File: src/rtl/ysyx_23060124_wbu.sv
// ysyx_23060124_wbu: write-back stage committing GPR/CSR writes, PC redirects and retire count
module ysyx_23060124_wbu #(
  parameter int          DATA_W      = 32,
  parameter int          CNT_W       = 64,
  parameter logic [11:0] MEPC_ADDR   = 12'h341,
  parameter logic [11:0] MCAUSE_ADDR = 12'h342,
  parameter logic [31:0] ECALL_CAUSE = 32'd11
) (
  input  logic              clock,
  input  logic              reset,
  input  logic              i_valid,
  output logic              o_ready,
  input  logic [DATA_W-1:0] i_pc,
  input  logic [DATA_W-1:0] i_pc_next,
  input  logic              i_pc_update,
  input  logic [4:0]        i_rd,
  input  logic [DATA_W-1:0] i_rd_wdata,
  input  logic              i_wen,
  input  logic [11:0]       i_csr_addr,
  input  logic [DATA_W-1:0] i_csr_wdata,
  input  logic              i_csr_wen,
  input  logic              i_ecall,
  input  logic              i_mret,
  input  logic [DATA_W-1:0] i_mtvec,
  input  logic [DATA_W-1:0] i_mepc,
  output logic              o_gpr_wen,
  output logic [4:0]        o_gpr_waddr,
  output logic [DATA_W-1:0] o_gpr_wdata,
  output logic              o_csr_wen,
  output logic [11:0]       o_csr_waddr,
  output logic [DATA_W-1:0] o_csr_wdata,
  output logic              o_pc_valid,
  output logic [DATA_W-1:0] o_pc,
  output logic              o_retire,
  output logic [CNT_W-1:0]  o_retire_cnt
);
  typedef enum logic [1:0] {IDLE, COMMIT, TRAP} state_t;
  state_t state, state_nx;
  logic [DATA_W-1:0] pc_q, pc_next_q, rd_wdata_q, csr_wdata_q, mtvec_q, mepc_q;
  logic [4:0]        rd_q;
  logic [11:0]       csr_addr_q;
  logic              pc_update_q, wen_q, csr_wen_q, ecall_q, mret_q;
  logic [CNT_W-1:0]  retire_cnt;
  logic              xfer, commit, trap, cnt_inc;
  assign commit       = state == COMMIT;
  assign trap         = state == TRAP;
  assign o_ready      = (state == IDLE) || (commit && !ecall_q);
  assign xfer         = i_valid && o_ready;
  // counter is bumped on the edge entering the retiring cycle so the output already shows it
  assign cnt_inc      = (xfer && !i_ecall) || (commit && ecall_q);
  assign o_retire_cnt = retire_cnt;
  // state register, field latches and retire counter
  always_ff @(posedge clock or posedge reset) begin
    if (reset) begin
      state       <= IDLE;
      pc_q        <= '0;
      pc_next_q   <= '0;
      pc_update_q <= 1'b0;
      rd_q        <= '0;
      rd_wdata_q  <= '0;
      wen_q       <= 1'b0;
      csr_addr_q  <= '0;
      csr_wdata_q <= '0;
      csr_wen_q   <= 1'b0;
      ecall_q     <= 1'b0;
      mret_q      <= 1'b0;
      mtvec_q     <= '0;
      mepc_q      <= '0;
      retire_cnt  <= '0;
    end else begin
      state <= state_nx;
      if (xfer) begin
        pc_q        <= i_pc;
        pc_next_q   <= i_pc_next;
        pc_update_q <= i_pc_update;
        rd_q        <= i_rd;
        rd_wdata_q  <= i_rd_wdata;
        wen_q       <= i_wen;
        csr_addr_q  <= i_csr_addr;
        csr_wdata_q <= i_csr_wdata;
        csr_wen_q   <= i_csr_wen;
        ecall_q     <= i_ecall;
        mret_q      <= i_mret;
        mtvec_q     <= i_mtvec;
        mepc_q      <= i_mepc;
      end
      if (cnt_inc) retire_cnt <= retire_cnt + 1'b1;
    end
  end
  // next state and commit strobes, decoded purely from state and latched fields
  always_comb begin
    state_nx    = (commit && ecall_q) ? TRAP : xfer ? COMMIT : IDLE;
    o_gpr_wen   = commit && wen_q && !ecall_q && (rd_q != 5'd0);
    o_gpr_waddr = commit ? rd_q : 5'd0;
    o_gpr_wdata = commit ? rd_wdata_q : '0;
    o_csr_wen   = trap || (commit && (ecall_q || csr_wen_q));
    o_csr_waddr = trap ? MCAUSE_ADDR : !commit ? 12'd0 : ecall_q ? MEPC_ADDR : csr_addr_q;
    o_csr_wdata = trap ? DATA_W'(ECALL_CAUSE) : !commit ? '0 : ecall_q ? pc_q : csr_wdata_q;
    o_pc_valid  = commit && (ecall_q || mret_q || pc_update_q);
    o_pc        = !commit ? '0 : ecall_q ? mtvec_q : mret_q ? mepc_q : pc_update_q ? pc_next_q : '0;
    o_retire    = trap || (commit && !ecall_q);
  end
endmodule

File: config.mk
export PLATFORM = sky130hd
export DESIGN_NAME = ysyx_23060124_wbu
export DESIGN_NICKNAME = d
export VERILOG_FILES = /design/src/rtl/ysyx_23060124_wbu.sv
export SDC_FILE = /design/constraint.sdc
export NUM_CORES = 1
export LEC_CHECK = 0
export ABC_AREA = 1
export ABC_CLOCK_PERIOD_IN_PS = 22600
export BUFFER_PORTS_ARGS = -buffer_cell sky130_fd_sc_hd__buf_2
export CORE_MARGIN = 4
export CORE_UTILIZATION = 50
export DETAILED_ROUTE_END_ITERATION = 16
export PLACE_DENSITY_LB_ADDON = 0.2
export SYNTH_ARGS = -nofsm -noshare
export SYNTH_HDL_FRONTEND = slang
export SYNTH_SLANG_ARGS = --single-unit
File: constraint.sdc
create_clock -name clock -period 22.6 [get_ports clock]
set_clock_uncertainty 0.05 [all_clocks]
set_input_delay 2.26 -clock clock [delete_from_list [all_inputs] [get_ports clock]]
set_output_delay 2.26 -clock clock [all_outputs]
set_load 0.02 [all_outputs]
# Word level (Yosys, flattened, before mapping)
# Cells that the tools add are included.
totals:
  ff_bits: 280
  in_bits: 217
  out_inout_bits: 182
  wordCells: 52
op_classes:
  n_addsub: 1
  n_eq_ne: 2
  mux: 14
  reduce_logical: 20
op_table:
  columns: ["cell", "n"]
  rows:
  - ["$mux W32", 8]
  - ["$add A64 B1 Y64 const B", 1]
  - ["$mux W12", 3]
  - ["$logic_and A1 B1 Y1", 9]
  - ["$logic_or A1 B1 Y1", 7]
  - ["$mux W5", 1]
  - ["$reduce_bool A5 Y1", 1]
  - ["$eq A2 B1 Y1 const B", 1]
  - ["$eq A2 B2 Y1 const B", 1]
  - ["$logic_not A1 Y1", 2]
  - ["$logic_not A2 Y1", 1]
  - ["$mux W2", 1]
  - ["$mux W1", 1]

# Depth between registers and ports, before layout
depth:
  word_depth: 6
  depth_mapped: 11
  depth_no_buf: 10

# Worst setup path before layout
# OpenSTA, ideal clock, no wires.
synth_timing:
  kind: "register to output"
  from: "register state[1]"
  to: "output port o_csr_wdata[10]"
  arrival_time_ns: 1.500
  required_ns: 20.290
  slack_ns: 18.790
  stages_incl_launch_ff: 5
  cell_sequence: "dfrtp_1 > nor2_2 > nand2_1 > clkbuf_1 > o21ai_0"
synth_between:
  elab_chain_len: 3
  word_cells_on_any_way: 4
synth_lines:
  columns: ["item", "line", "source"]
  rows:
  - ["start: declaration", "38", "state_t state, state_nx;"]
  - ["start signal: assignment", "71", "state <= state_nx;"]
  - ["$eq A2 B1 Y1", "45", "assign commit = state == COMMIT;"]
  - ["$mux W32", "98", "o_csr_wdata = trap ? DATA_W'(ECALL_CAUSE) : !commit ? '0 : ecall_q ? pc_q : csr_wdata_q;"]
  - ["$mux W32 *", "98", null]
  - ["end: declaration", "31", "output logic [DATA_W-1:0] o_csr_wdata,"]
# Every way passes the cells marked *; elsewhere a longest branch is shown, timed or not.

# Worst setup path in the final report
layout_timing:
  from: "register ecall_q"
  to: "output port o_csr_wdata[20]"
layout_between:
  elab_chain_len: 3
layout_lines:
  columns: ["item", "line", "source"]
  rows:
  - ["start: declaration", "42", "logic pc_update_q, wen_q, csr_wen_q, ecall_q, mret_q;"]
  - ["start signal: assignment", "82", "ecall_q <= i_ecall;"]
  - ["$mux W32 (3 in a row)", "98", null]
# Every way passes these cells.

==> load_flow_metrics.sql <==
INSERT INTO impl_metrics (metric_group, metric, value, unit) VALUES
('status', 'status', 'finished, final reports clean', ''),
('layout', 'final_area', '16500', 'sq um'),
('die', 'dieArea', '29500', 'sq um'),
('layout', 'syn_to_final_growth', '22.8', '%'),
('synthesis', 'number_of_warnings_reported_in_the_yosys_synthesis_log', '0', ''),
('detailed_routing', 'drt_first_pass_iters', '5', ''),
('clocking', 'post_cts_resize_count', '0', ''),
('timing', 'slew_headroom', '15.9', '%'),
('synthesis', 'yosysMostFrequentCell', 'nand2_1', ''),
('synthesis', 'synth.net_count', '1896', ''),
('layout', 'final_nets', '2259', ''),
('die', 'io-pin-count', '399', ''),
('timing', 'final-setup-viol-count', '0', ''),
('detailed_routing', 'drt_wl_total', '39800', 'um'),
('global_route', 'grt_antenna_before_repair', '14', ''),
('layout', 'fin_util', '62.9', '%'),
('synthesis', 'synth_top_area_share', '52.2', '%'),
('synthesis', 'synthesis.area', '13400', 'sq um'),
('critical_path', 'criticalPathCategory', 'reg2out', ''),
('critical_path', 'worst_setup_path_start_kind', 'flip-flop', ''),
('clocking', 'htree_levels', '1', ''),
('critical_path', 'worstPathArrival', '3200', 'ps'),
('place', 'gpl.final_weighted_congestion', '0.923', ''),
('layout', 'area.sequential', '7010', 'sq um'),
('synthesis', 'ys_dominant_reg_cell', 'dfrtp_1', ''),
('synthesis', 'avgSynthCellArea', '8.00', 'sq um'),
('pwr', 'cellLeakagePower', '0.00871', 'uW'),
('timing', 'final-hold-violation-count', '0', ''),
('synthesis', 'synthDominantAreaCellType', 'dfrtp_1', ''),
('die', 'chipHeight', '172', 'um'),
('synthesis', 'synth.yosys.seq_area_share', '52.2', '%'),
('detailed_routing', 'drt_drc_violations_left', '0', ''),
('synthesis', 'synth-seq-cells', '280', ''),
('timing', 'post-route-min-period', '5510', 'ps'),
('layout', 'layout.filler_cells', '2379', ''),
('clocking', 'cts.sink_count', '280', ''),
('synthesis', 'synth.top_cells.by_area', 'dfrtp_1 (52%), nand2_1 (19%), nor2_1 (4.5%)', ''),
('layout', 'multi_input_area', '5280', 'sq um'),
('synthesis', 'synth_cell_types', '35', ''),
('layout', 'post_route_cells_drive_above_1_share', '24.6', '%'),
('timing', 'fin_crit_sh', '24.4', '%'),
('die', 'die_x', '172', 'um'),
('global_route', 'grt_pass1_vias', '12300', ''),
('critical_path', 'timing.critical_path.to_type', 'output pin', ''),
('detailed_routing', 'drt_iter0_drc', '1008', ''),
('timing', 'tightestPinTransition', '1260', 'ps'),
('pwr', 'peakVddDrop', '126', 'uV'),
('min_path', 'timing.hold.worst.class', 'reg2reg', ''),
('clocking', 'tritoncts', 'yes', ''),
('global_route', 'groute.usage.overall', '26.6', '%'),
('place', 'detailed_place.area', '15400', 'sq um'),
('clocking', 'clockBufferDepth', '3', ''),
('die', 'rows', '59', ''),
('die', 'initial_utilization', '51.2', '%'),
('synthesis', 'synth-async-reset-ratio', '100', '%'),
('place', 'port_buffers', '398', ''),
('clocking', 'holdBufCountCts', '0', ''),
('timing', 'holdWs', '429', 'ps'),
('synthesis', 'number_of_flops_mapped_to_enable_cells_by_yosys', '0', ''),
('critical_path', 'critical_path_required', '20290', 'ps'),
('clocking', 'clk_transition_reported_paths', '60', 'ps'),
('timing', 'achievable-frequency', '0.182', 'GHz'),
('die', 'core', '26200', 'sq um'),
('detailed_routing', 'via_per_inst', '5.09', ''),
('pwr', 'cellPowerDensity', '124', 'nW/um^2'),
('global_route', 'grt_start_max_net_pins', '190', ''),
('job', 'reported_max_cap_violation_count', '0', ''),
('synthesis', 'syn_inst', '1678', ''),
('timing', 'setup_tns', '0', 'ps'),
('critical_path', 'critical_path.max_fanout', '64', ''),
('timing', 'final-max-slew-violation-count', '0', ''),
('place', 'dpl.hpwl', '28200', 'um'),
('clocking', 'cts-buffers-inserted', '31', ''),
('clocking', 'clock_latency_reported_for_the_late_side_of_the_worst_skew_pair', '550', 'ps'),
('detailed_routing', 'detailroute.via_count', '12300', ''),
('detailed_routing', 'postRouteAntennaNets', '0', ''),
('global_route', 'grt_first_pass_wirelength', '63200', 'um'),
('timing', 'grt_setup_unrepaired', 'false', ''),
('clocking', 'cts.root.buffer_cell', 'clkbuf_16', ''),
('global_route', 'grt-ovfl-total', '0', ''),
('detailed_routing', 'routed_wire_length_per_instance', '16.5', 'um'),
('clocking', 'postCtsSetupBuffers', '0', ''),
('synthesis', 'synth_cell_count_leaders', 'nand2_1 (666), dfrtp_1 (280), nor2_1 (160)', '');
-- placed cells by master, fill, tap and decap left out, types with 2 or more instances in the layout --
master       n
nand2_2     12
nand4_1      5
o21ai_1     89
bufinv_16    4
nand3_1     12
nor2_4       7
clkbuf_1     3
clkinv_2    11
nor2_1     159
dfrtp_1    280
clkbuf_8     7
nand2_4      4
nand3b_1    15
xnor2_1     25
nor3_1       3
nor2_2       7
buf_4        7
xor2_1       6
o211ai_1     3
inv_2        4
diode_2      8
o22ai_1     31
nand2_1    665
buf_2      398
nand3_4      6
clkbuf_16   31
a22oi_1     32
inv_8        2
inv_1      155
nand3_2      5
o21ai_0     67
-- metal layers --
metal	global-route usage, %	routed length, um	up-vias
met1	35.1	16400	5716
met5	0	62	-
met2	43.8	18700	480
met4	9.64	1410	10
met3	5.72	3200	104
li1	-	-	5948
-- path summary, 6_finish.rpt --
kind                            slack, ps  cells after the start  startpoint         endpoint
worst max register to register      19490                      7     ecall_q   rd_wdata_q[14]
worst max-delay path                17090                      4     ecall_q  o_csr_wdata[20]
min in group asynchronous            1820                      2       reset  csr_wdata_q[30]
max in group asynchronous           19110                      3       reset      mtvec_q[29]
worst min-delay path                  430                      2    pc_q[26]         pc_q[26]
worst min register to register        430                      2    pc_q[26]         pc_q[26]
-- sequential cells by signal, summed over array words and instances, names as in the netlist --
signal	cells
csr_addr_q	12
csr_wdata_q	32
csr_wen_q	1
ecall_q	1
mepc_q	32
mret_q	1
mtvec_q	32
o_retire_cnt	64
pc_next_q	32
pc_q	32
pc_update_q	1
rd_q	5
rd_wdata_q	32
state	2
wen_q	1
-- worst max-delay path: stages (launching register included) --
cell and delay [ps]:
dfrtp_1 520, inv_1 420, nand2_2 770, o21ai_0 610, buf_2 240
-- power by group --
part	internal, uW	switching, uW
logic	223	506
clock network	319	204
registers	695	93.3
-- layout make-up --
cell class / instances / share of cell area [%]
sequential: 280 / 42.5
timing repair buffer: 405 / 12.4
tap: 335 / 2.54
clock inverter: 17 / 1.16
inverter: 163 / 3.82
antenna: 8 / 0.121
multi-input combinational: 1160 / 32.1
clock buffer: 41 / 5.36
-- per-stage QoR --
step | total power [uW] | worst slack [ps] | std cells
2_1_floorplan | 1320 | 12570 | 1678
3_5_place_dp | 1520 | 17580 | 2343
5_1_grt | 2180 | 16880 | 2408
4_1_cts | 2050 | 16990 | 2401
6_report | 2040 | 17090 | 2409
3_3_place_gp | 1510 | 17580 | 2343
-- cells by family (layout without fill, tap and decap cells) --
kind of cell / count (synthesis) / in the layout / synth area share, %
compound gates: 225 / 225 / 9.36
xor+xnor: 31 / 31 / 2.02
flops: 280 / 280 / 52.2
fa+ha+maj: 1 / 1 / 0.0932
buf+inv: 238 / 626 / 8.46
simple gates: 903 / 903 / 27.9
other cells: 0 / 8 / 0
(Power assumes the default switching activity.)
